--- config.mk ---
export PLATFORM = sky130hd
export DESIGN_NAME = controlador_estacionamiento_param_flat
export DESIGN_NICKNAME = d
export VERILOG_FILES = /design/src/rtl/controlador_estacionamiento_param_if.sv /design/src/rtl/controlador_estacionamiento_param.sv /design/src/flat_wrapper.sv
export SDC_FILE = /design/constraint.sdc
export NUM_CORES = 1
export LEC_CHECK = 0
export BUFFER_PORTS_ARGS = -buffer_cell sky130_fd_sc_hd__buf_4
export CORE_MARGIN = 5
export CORE_UTILIZATION = 54
export DETAILED_ROUTE_END_ITERATION = 7
export PLACE_DENSITY = 0.78
export SYNTH_ARGS = -nofsm -noshare
export SYNTH_HDL_FRONTEND = slang
export SYNTH_SLANG_ARGS = --single-unit
export TNS_END_PERCENT = 10
--- constraint.sdc ---
create_clock -name clock -period 4.1 [get_ports clock]
set_input_delay 0.41 -clock clock [delete_from_list [all_inputs] [get_ports clock]]
set_output_delay 0.41 -clock clock [all_outputs]
set_load 0.05 [all_outputs]
--- src/rtl/controlador_estacionamiento_param_if.sv ---
// Parking gate controller bus: sensors and keypad in, gate and alarm commands out.
interface controlador_estacionamiento_param_if #(
  parameter int CODE_W = 8,
  parameter int OCC_W  = 5
);
  logic              sEntrada;
  logic              sSalida;
  logic              sRetiro;
  logic              sEnter;
  logic [CODE_W-1:0] sCode;
  logic              sAbrir;
  logic              sCerrar;
  logic              sBloq;
  logic              sAlmInc;
  logic              sAlmBloq;
  logic              sLleno;
  logic [OCC_W-1:0]  sOcupacion;

  // Environment side: drives sensors/keypad, observes gate and alarms
  modport master (
    output sEntrada, sSalida, sRetiro, sEnter, sCode,
    input  sAbrir, sCerrar, sBloq, sAlmInc, sAlmBloq, sLleno, sOcupacion
  );

  // Controller side
  modport slave (
    input  sEntrada, sSalida, sRetiro, sEnter, sCode,
    output sAbrir, sCerrar, sBloq, sAlmInc, sAlmBloq, sLleno, sOcupacion
  );
endinterface

--- src/rtl/controlador_estacionamiento_param.sv ---
// Parking entrance gate controller: serial multi-word PIN entry, wrong-attempt
// alarm, tailgating lock, auto-close timer and lot occupancy tracking.
module controlador_estacionamiento_param #(
  parameter int                             CODE_W       = 8,
  parameter int                             N_PALABRAS   = 2,
  parameter logic [CODE_W*N_PALABRAS-1:0]   PIN          = 16'h0263,
  parameter int                             MAX_INTENTOS = 3,
  parameter int                             CAPACIDAD    = 16,
  parameter int                             OCC_W        = 5,
  parameter int                             T_ABIERTO    = 8
) (
  input  logic                              clock,
  input  logic                              reset,
  controlador_estacionamiento_param_if.slave bus
);

  localparam int PIN_W = CODE_W * N_PALABRAS;
  localparam int WC_W  = (N_PALABRAS > 1) ? $clog2(N_PALABRAS) : 1;
  localparam int INT_W = $clog2(MAX_INTENTOS + 1);
  localparam int TMR_W = (T_ABIERTO > 1) ? $clog2(T_ABIERTO) : 1;

  typedef enum logic [1:0] {ESPERA, INGRESO, ABIERTO, BLOQUEO} estado_t;

  estado_t           state, stateNext;
  logic [WC_W-1:0]   wordCnt, wordCntNext;
  logic [PIN_W-1:0]  pinReg, pinRegNext;
  logic [INT_W-1:0]  intentos, intentosNext;
  logic              almInc, almIncNext;
  logic [TMR_W-1:0]  timer, timerNext;
  logic [OCC_W-1:0]  ocup, ocupNext;
  logic              ocupInc;
  logic              lleno;

  // PIN assembly: the word being strobed now is appended below the stored ones
  logic [PIN_W-1:0]  pinCand;
  logic              pinActive;
  logic              pinDone;
  logic              pinOk;

  assign pinCand   = (pinReg << CODE_W) | PIN_W'(bus.sCode);
  assign pinActive = (state == INGRESO) || (state == BLOQUEO);
  assign pinDone   = pinActive && bus.sEnter && (wordCnt == WC_W'(N_PALABRAS - 1));
  assign pinOk     = pinDone && (pinCand == PIN);

  assign lleno = (ocup == OCC_W'(CAPACIDAD));

  // State and datapath registers; reset drops everything immediately
  always_ff @(posedge clock or negedge reset) begin
    if (!reset) begin
      state    <= ESPERA;
      wordCnt  <= '0;
      pinReg   <= '0;
      intentos <= '0;
      almInc   <= 1'b0;
      timer    <= '0;
      ocup     <= '0;
    end else begin
      state    <= stateNext;
      wordCnt  <= wordCntNext;
      pinReg   <= pinRegNext;
      intentos <= intentosNext;
      almInc   <= almIncNext;
      timer    <= timerNext;
      ocup     <= ocupNext;
    end
  end

  // Next-state logic: gate sequencing, PIN evaluation, attempt counting, timer
  always_comb begin
    stateNext    = state;
    wordCntNext  = wordCnt;
    pinRegNext   = pinReg;
    intentosNext = intentos;
    almIncNext   = almInc;
    timerNext    = timer;
    ocupInc      = 1'b0;
    case (state)
      ESPERA: begin
        // A full lot keeps the gate idle even with a car waiting
        if (bus.sEntrada && !lleno) begin
          stateNext   = INGRESO;
          wordCntNext = '0;
        end
      end
      INGRESO: begin
        if (pinDone) begin
          wordCntNext = '0;
          pinRegNext  = pinCand;
          if (pinOk) begin
            stateNext    = ABIERTO;
            intentosNext = '0;
            almIncNext   = 1'b0;
            timerNext    = '0;
          end else begin
            if (intentos < INT_W'(MAX_INTENTOS))
              intentosNext = intentos + INT_W'(1);
            almIncNext = (intentosNext >= INT_W'(MAX_INTENTOS));
          end
        end else begin
          if (bus.sEnter) begin
            pinRegNext  = pinCand;
            wordCntNext = wordCnt + WC_W'(1);
          end
          // Driver backed away: drop the partial PIN, keep the attempt history
          if (!bus.sEntrada) begin
            stateNext   = ESPERA;
            wordCntNext = '0;
          end
        end
      end
      ABIERTO: begin
        timerNext = timer + TMR_W'(1);
        if (bus.sSalida) begin
          ocupInc     = 1'b1;
          wordCntNext = '0;
          // A second car already at the sensor means it is following through
          stateNext   = bus.sEntrada ? BLOQUEO : ESPERA;
        end else if (timer == TMR_W'(T_ABIERTO - 1)) begin
          stateNext = ESPERA;
        end
      end
      BLOQUEO: begin
        // Only a correct PIN clears the lock; wrong ones do not count as attempts
        if (pinDone) begin
          wordCntNext = '0;
          pinRegNext  = pinCand;
          if (pinOk) begin
            stateNext    = ESPERA;
            intentosNext = '0;
            almIncNext   = 1'b0;
          end
        end else if (bus.sEnter) begin
          pinRegNext  = pinCand;
          wordCntNext = wordCnt + WC_W'(1);
        end
      end
      default: stateNext = ESPERA;
    endcase
  end

  // Occupancy: entry and departure in the same cycle cancel out
  always_comb begin
    ocupNext = ocup;
    if (ocupInc && bus.sRetiro)
      ocupNext = ocup;
    else if (ocupInc) begin
      if (!lleno)
        ocupNext = ocup + OCC_W'(1);
    end else if (bus.sRetiro && (ocup != '0))
      ocupNext = ocup - OCC_W'(1);
  end

  assign bus.sAbrir     = (state == ABIERTO);
  assign bus.sCerrar    = (state != ABIERTO);
  assign bus.sBloq      = (state == BLOQUEO);
  assign bus.sAlmBloq   = (state == BLOQUEO);
  assign bus.sAlmInc    = almInc;
  assign bus.sLleno     = lleno;
  assign bus.sOcupacion = ocup;

endmodule
--- src/flat_wrapper.sv ---
// flat-port wrapper written by rule: the top's interface ports become plain ports
module controlador_estacionamiento_param_flat 
#(
  parameter int                             CODE_W       = 8,
  parameter int                             N_PALABRAS   = 2,
  parameter logic [CODE_W*N_PALABRAS-1:0]   PIN          = 16'h0263,
  parameter int                             MAX_INTENTOS = 3,
  parameter int                             CAPACIDAD    = 16,
  parameter int                             OCC_W        = 5,
  parameter int                             T_ABIERTO    = 8
)
  (clock, reset, bus_sEntrada, bus_sSalida, bus_sRetiro, bus_sEnter, bus_sCode, bus_sAbrir, bus_sCerrar, bus_sBloq, bus_sAlmInc, bus_sAlmBloq, bus_sLleno, bus_sOcupacion);
  controlador_estacionamiento_param_if #(.CODE_W(CODE_W), .OCC_W(OCC_W)) bus_i ();
  input  logic clock;
  input  logic reset;
  input wire logic [$bits(bus_i.sEntrada)-1:0] bus_sEntrada;
  input wire logic [$bits(bus_i.sSalida)-1:0] bus_sSalida;
  input wire logic [$bits(bus_i.sRetiro)-1:0] bus_sRetiro;
  input wire logic [$bits(bus_i.sEnter)-1:0] bus_sEnter;
  input wire logic [$bits(bus_i.sCode)-1:0] bus_sCode;
  output wire logic [$bits(bus_i.sAbrir)-1:0] bus_sAbrir;
  output wire logic [$bits(bus_i.sCerrar)-1:0] bus_sCerrar;
  output wire logic [$bits(bus_i.sBloq)-1:0] bus_sBloq;
  output wire logic [$bits(bus_i.sAlmInc)-1:0] bus_sAlmInc;
  output wire logic [$bits(bus_i.sAlmBloq)-1:0] bus_sAlmBloq;
  output wire logic [$bits(bus_i.sLleno)-1:0] bus_sLleno;
  output wire logic [$bits(bus_i.sOcupacion)-1:0] bus_sOcupacion;
  assign bus_i.sEntrada = bus_sEntrada;
  assign bus_i.sSalida = bus_sSalida;
  assign bus_i.sRetiro = bus_sRetiro;
  assign bus_i.sEnter = bus_sEnter;
  assign bus_i.sCode = bus_sCode;
  assign bus_sAbrir = bus_i.sAbrir;
  assign bus_sCerrar = bus_i.sCerrar;
  assign bus_sBloq = bus_i.sBloq;
  assign bus_sAlmInc = bus_i.sAlmInc;
  assign bus_sAlmBloq = bus_i.sAlmBloq;
  assign bus_sLleno = bus_i.sLleno;
  assign bus_sOcupacion = bus_i.sOcupacion;
  controlador_estacionamiento_param #(.CODE_W(CODE_W), .N_PALABRAS(N_PALABRAS), .PIN(PIN), .MAX_INTENTOS(MAX_INTENTOS), .CAPACIDAD(CAPACIDAD), .OCC_W(OCC_W), .T_ABIERTO(T_ABIERTO)) u_core (.clock(clock), .reset(reset), .bus(bus_i));
endmodule
* After elaboration in Yosys (flattened, before gate mapping)
Index checks and enable logic that the tools add are counted.
Word-level totals: flip-flop bits (word level) 22, output and inout bits 11, logic and storage cells 93
Operators by class: add/sub/neg operators 5, magnitude comparators 2, equal/unequal tests 17, mux-type cells 39, bitwise gates (word level) 2, reductions and logical operators 21
Operator list (number):
- 2-to-1 mux 2 bit | 15
- equality test 16 x 10 -> 1 bit, second input constant | 1
- 2-to-1 mux 8 bit | 2
- bitwise OR 16 x 8 -> 16 bit | 1
- 2-to-1 mux 5 bit | 3
- 2-to-1 mux 1 bit | 12
- != test 2 x 1 -> 1 bit, second input constant | 5
- one-hot mux 2 bit (4 select lines) | 1
- nonzero test 2 bit | 4
- logical AND 1 bit | 6
- 2-to-1 mux 3 bit | 2
- != test 2 bit, second input constant | 3
- != test 3 x 2 -> 1 bit, second input constant | 2
- one-hot mux 3 bit (2 select lines) | 1
- AND reduction 3 bit | 2
- AND reduction 6 bit | 1
- adder 5 x 1 -> 5 bit, second input constant | 1
- equality test 5 bit, second input constant | 1
- nonzero test 5 bit | 1
- subtractor 5 x 1 -> 5 bit, second input constant | 1
- equality test 2 bit, second input constant | 2
- one-hot mux 1 bit (4 select lines) | 1
- one-hot mux 2 bit (2 select lines) | 1
- AND reduction 2 bit | 2
- other kinds (15) | 15

* Depth between registers and ports, before layout
depth after elaboration 12, depth in mapped cells 10

* Worst setup path before layout
Ideal clock, no wire load.
kind flip-flop to flip-flop, start point register u_core.state[0], end point register u_core.ocup[4], in the netlist u_core.bus.sOcupacion[4], library setup time 0.145 ns, arrival time 2.318 ns, required time 3.955 ns, path slack 1.637 ns, stages on the path, launching flop included 9, buffers on the path 0, clock period less this slack 2.463 ns, cells stage by stage dfrtp_1 > inv_1 > ha_1 > nand2_1 > ha_1 > a21o_1 > a21oi_1 > mux2i_1 > mux2i_1
Between the ends: cells in the longest elaborated chain, start to end 5, elaborated cells on any way between the ends 8
RTL lines:
- start, declared | RTL line controlador_estacionamiento_param.sv:24 | estado_t state, stateNext;
- start signal, assigned | RTL line controlador_estacionamiento_param.sv:58 | state <= stateNext;
- equality test 2 bit (*)
- via bus_sAbrir | RTL line flat_wrapper.sv:21 | output wire logic [$bits(bus_i.sAbrir)-1:0] bus_sAbrir;
- 2-to-1 mux 1 bit (*) | RTL line controlador_estacionamiento_param.sv:77 | case (state)
- branches (longest 3 deep; another with AND reduction 3 bit)
- end signal, assigned | RTL line controlador_estacionamiento_param.sv:64 | ocup <= ocupNext;
- end, declared | RTL line controlador_estacionamiento_param.sv:30 | logic [OCC_W-1:0] ocup, ocupNext;
Mark *: on every way through the listed nets, which the timed path passes. A chain may end at the register's enable or synchronous reset.

* Final worst setup path
start point register u_core.state[0], end point register u_core.ocup[4], in the netlist u_core.bus.sOcupacion[4]
Between the ends: cells in the longest elaborated chain, start to end 5, elaborated cells on any way between the ends 8
RTL lines (RTL line):
- equality test 2 bit (*) | controlador_estacionamiento_param.sv:77
- 2-to-1 mux 1 bit (*) | controlador_estacionamiento_param.sv:77
- branches (longest 3 deep; another with AND reduction 3 bit)
Every way passes the cells marked *.

==> run metrics <==
status=finished, final reports clean; final worst slack=1.856 ns; FF+latch count, synth=22; Critical Path Start Type=register; share of cells above drive strength 1=0.3403; Max Slew Vio Count=0; Avg Vias per Cell=5.626; critical path class=register to register; Iter 0 DRT Violations=12; wire length per cell=~15 um; YS warnings=0; area of the multi-input gates=roughly 740 um^2; antenna violations before repair=0; HP Class=primary input to register; Worst Clk Skew=0.003366 ns; syn avg cell area=11.32 um^2; post-synthesis net count=142; ys async rst share=1.000; worst vdd rail ir drop=0.4924 mV; Setup TNS Final=0 ns; Clock Sinks=22; total chip power=1.028 mW; LEAKAGE=~0.77 nW; final hold vios=0; H-tree depth=1; PD cells=653.0 mW/mm^2; Critical Path Slowest Stage Cell=dfrtp_1; grt ovf=0; Place WS=1.858 ns; sequential share of the synthesized area=0.4120; WL final=2.577 mm; Top delay family on crit path=adder cells; core area=0.002432 mm^2; die width=59.75 um; post-cts resize count=0; Post-CTS Setup Inserts=0; post-synthesis cell type count=39; worst path bufs/invs=3; largest net degree at the start of global routing=23; PortBufs=24; Post-Syn Instances=118; vias in the first global route=1031; Tmin final=around 2.2 ns; TritonCTS clock tree=done; Final setup violation count=0; Max Clock Freq=around 450 MHz; Reg clk slew, reported paths=about 0.11 ns; dpl cell area=between 0.0015 and 0.002 mm^2; cts bufs inserted=3; vias=979; Initial Utilization=0.5494; Data required, critical path=about 4.3 ns; register area=550.5 um^2; DR pass1 iterations=4; Tcrit/Tclk final=0.5473; Die Area=roughly 0.0036 mm^2; hold buffer count at CTS=1; Slew Limit Headroom=0.7249; fin area=0.001574 mm^2; HPWL after DPL=2.088 mm; Slew @ Worst Pin=0.4125 ns; slowest cell delay on critical path=0.43 ns; DRC=0; Clock Tree Root=clkbuf_4; most used cell along the critical path=inv_1; Main synth FF type=dfrtp_1; Placement Rows=18; Ant. Diodes=0; die height=59.75 um; IO Pins=25; fillcell total=205; Detail Route Antenna Nets=0; maximum fanout along the worst path=7; RSZ-0062 raised after global routing=false; fin util=0.6471; GRT Util Overall=0.1707; synthesized area=0.001336 mm^2; Nets=170; Critical Path AT=2.43 ns; EDFF count, synth=0; Worst Setup End Kind=register; clk buf depth=2; Cell Chain, Critical Path=inv_1 > ha_1 > nand2_1 > inv_1 > fa_1 > inv_1 > a21o_1 > a21oi_1 > mux2i_1 > mux2i_1; first-pass GRT wire length=4.540 mm; gp weighted congestion=0.8203; Worst-Skew Late Latency=roughly 0.3 ns; Layout area overhead=17.79%; # Max-Cap Violations=0
==> area by class of cell <==
class,instances,share of cell area
timing repair buffer,25,0.1208
inverter,10,0.02385
tap,30,0.02385
sequential,22,0.3498
multi-input combinational,84,0.4674
clock buffer,3,0.01431
==> where the power goes <==
group	internal [mW]	switching (mW)
sequential	0.306	0.0969
clock	0.0342	0.0607
combinational	0.236	0.294
total	0.577	0.451
==> through the flow <==
| step | cells | hold slack (ns) |
|---|---|---|
| after floorplan | 118 | 0.1144 |
| after global placement | 170 | 0.3138 |
| after detailed placement | 170 | 0.3158 |
| after CTS | 174 | 0.3361 |
| after global routing | 174 | 0.3209 |
| final | 174 | 0.3427 |
==> final timing paths <==
check,from,end,slack [ns],depth (start not counted)
worst max-delay path,u_core.state[0],u_core.bus.sOcupacion[4],1.86,10
worst min-delay path,bus_sCode[6],u_core.pinReg[6],0.34,2
worst max register to register,u_core.state[0],u_core.bus.sOcupacion[4],1.86,10
worst min register to register,u_core.bus.sAlmInc,u_core.bus.sAlmInc,0.51,1
max in group asynchronous,reset,u_core.timer[1],3.35,2
min in group asynchronous,reset,u_core.pinReg[1],0.53,2
==> Yosys cell counts (2+ instances only) <==
library cell,instances,area share
xnor2_1,2,0.013
inv_1,10,0.028
nor2_1,12,0.034
mux2_2,8,0.067
a21o_1,3,0.017
mux2_4,2,0.022
ha_1,9,0.084
a21oi_1,9,0.034
dfrtp_1,22,0.41
nand2_1,7,0.020
mux2i_1,6,0.045
==> placed cells by master (no fill, tap or decap), drive strengths merged, types with 2 or more instances in the layout <==
master,n
buf,24
dfrtp,22
nor2,12
mux2,11
inv,10
a21oi,9
ha,9
nand2,8
mux2i,6
a21o,4
clkbuf,3
o21ai,3
xnor2,2
nor4,2
nor4b,2
==> routing by layer <==
metal | vias up | GRT usage | share of wire
met5 | - | 0 | 0
met4 | 0 | 0.08544 | 0.025
met3 | 6 | 0.03240 | 0.045
met2 | 19 | 0.2994 | 0.51
met1 | 484 | 0.1954 | 0.42
li1 | 470 | - | -
==> flip-flops by register name (all words and copies together), names as in the netlist <==
name	cells
u_core.timer	3
u_core.wordCnt	1
u_core.state	2
u_core.bus.sOcupacion	5
u_core.intentos	2
u_core.pinReg	8
u_core.bus.sAlmInc	1
==> cell families after synthesis <==
group,count (synthesis),share of synthesized area
flip-flops,22,0.4120
multiplexers,17,0.1433
XOR/XNOR,3,0.01967
adder cells (fa/ha/maj),10,0.09925
buffers and inverters,12,0.03745
AND/OR/NAND/NOR,32,0.1629
AO/OA/AOI/OAI,22,0.1255
==> worst register-to-register path, cell delays in order, from the launching register on <==
cell	delay, ns
dfrtp_1	0.43
inv_1	0.12
ha_1	0.27
nand2_1	0.20
inv_1	0.15
fa_1	0.22
inv_1	0.05
a21o_1	0.15
a21oi_1	0.24
mux2i_1	0.21
mux2i_1	0.09
Note: power is estimated with default switching activity, not from simulation.
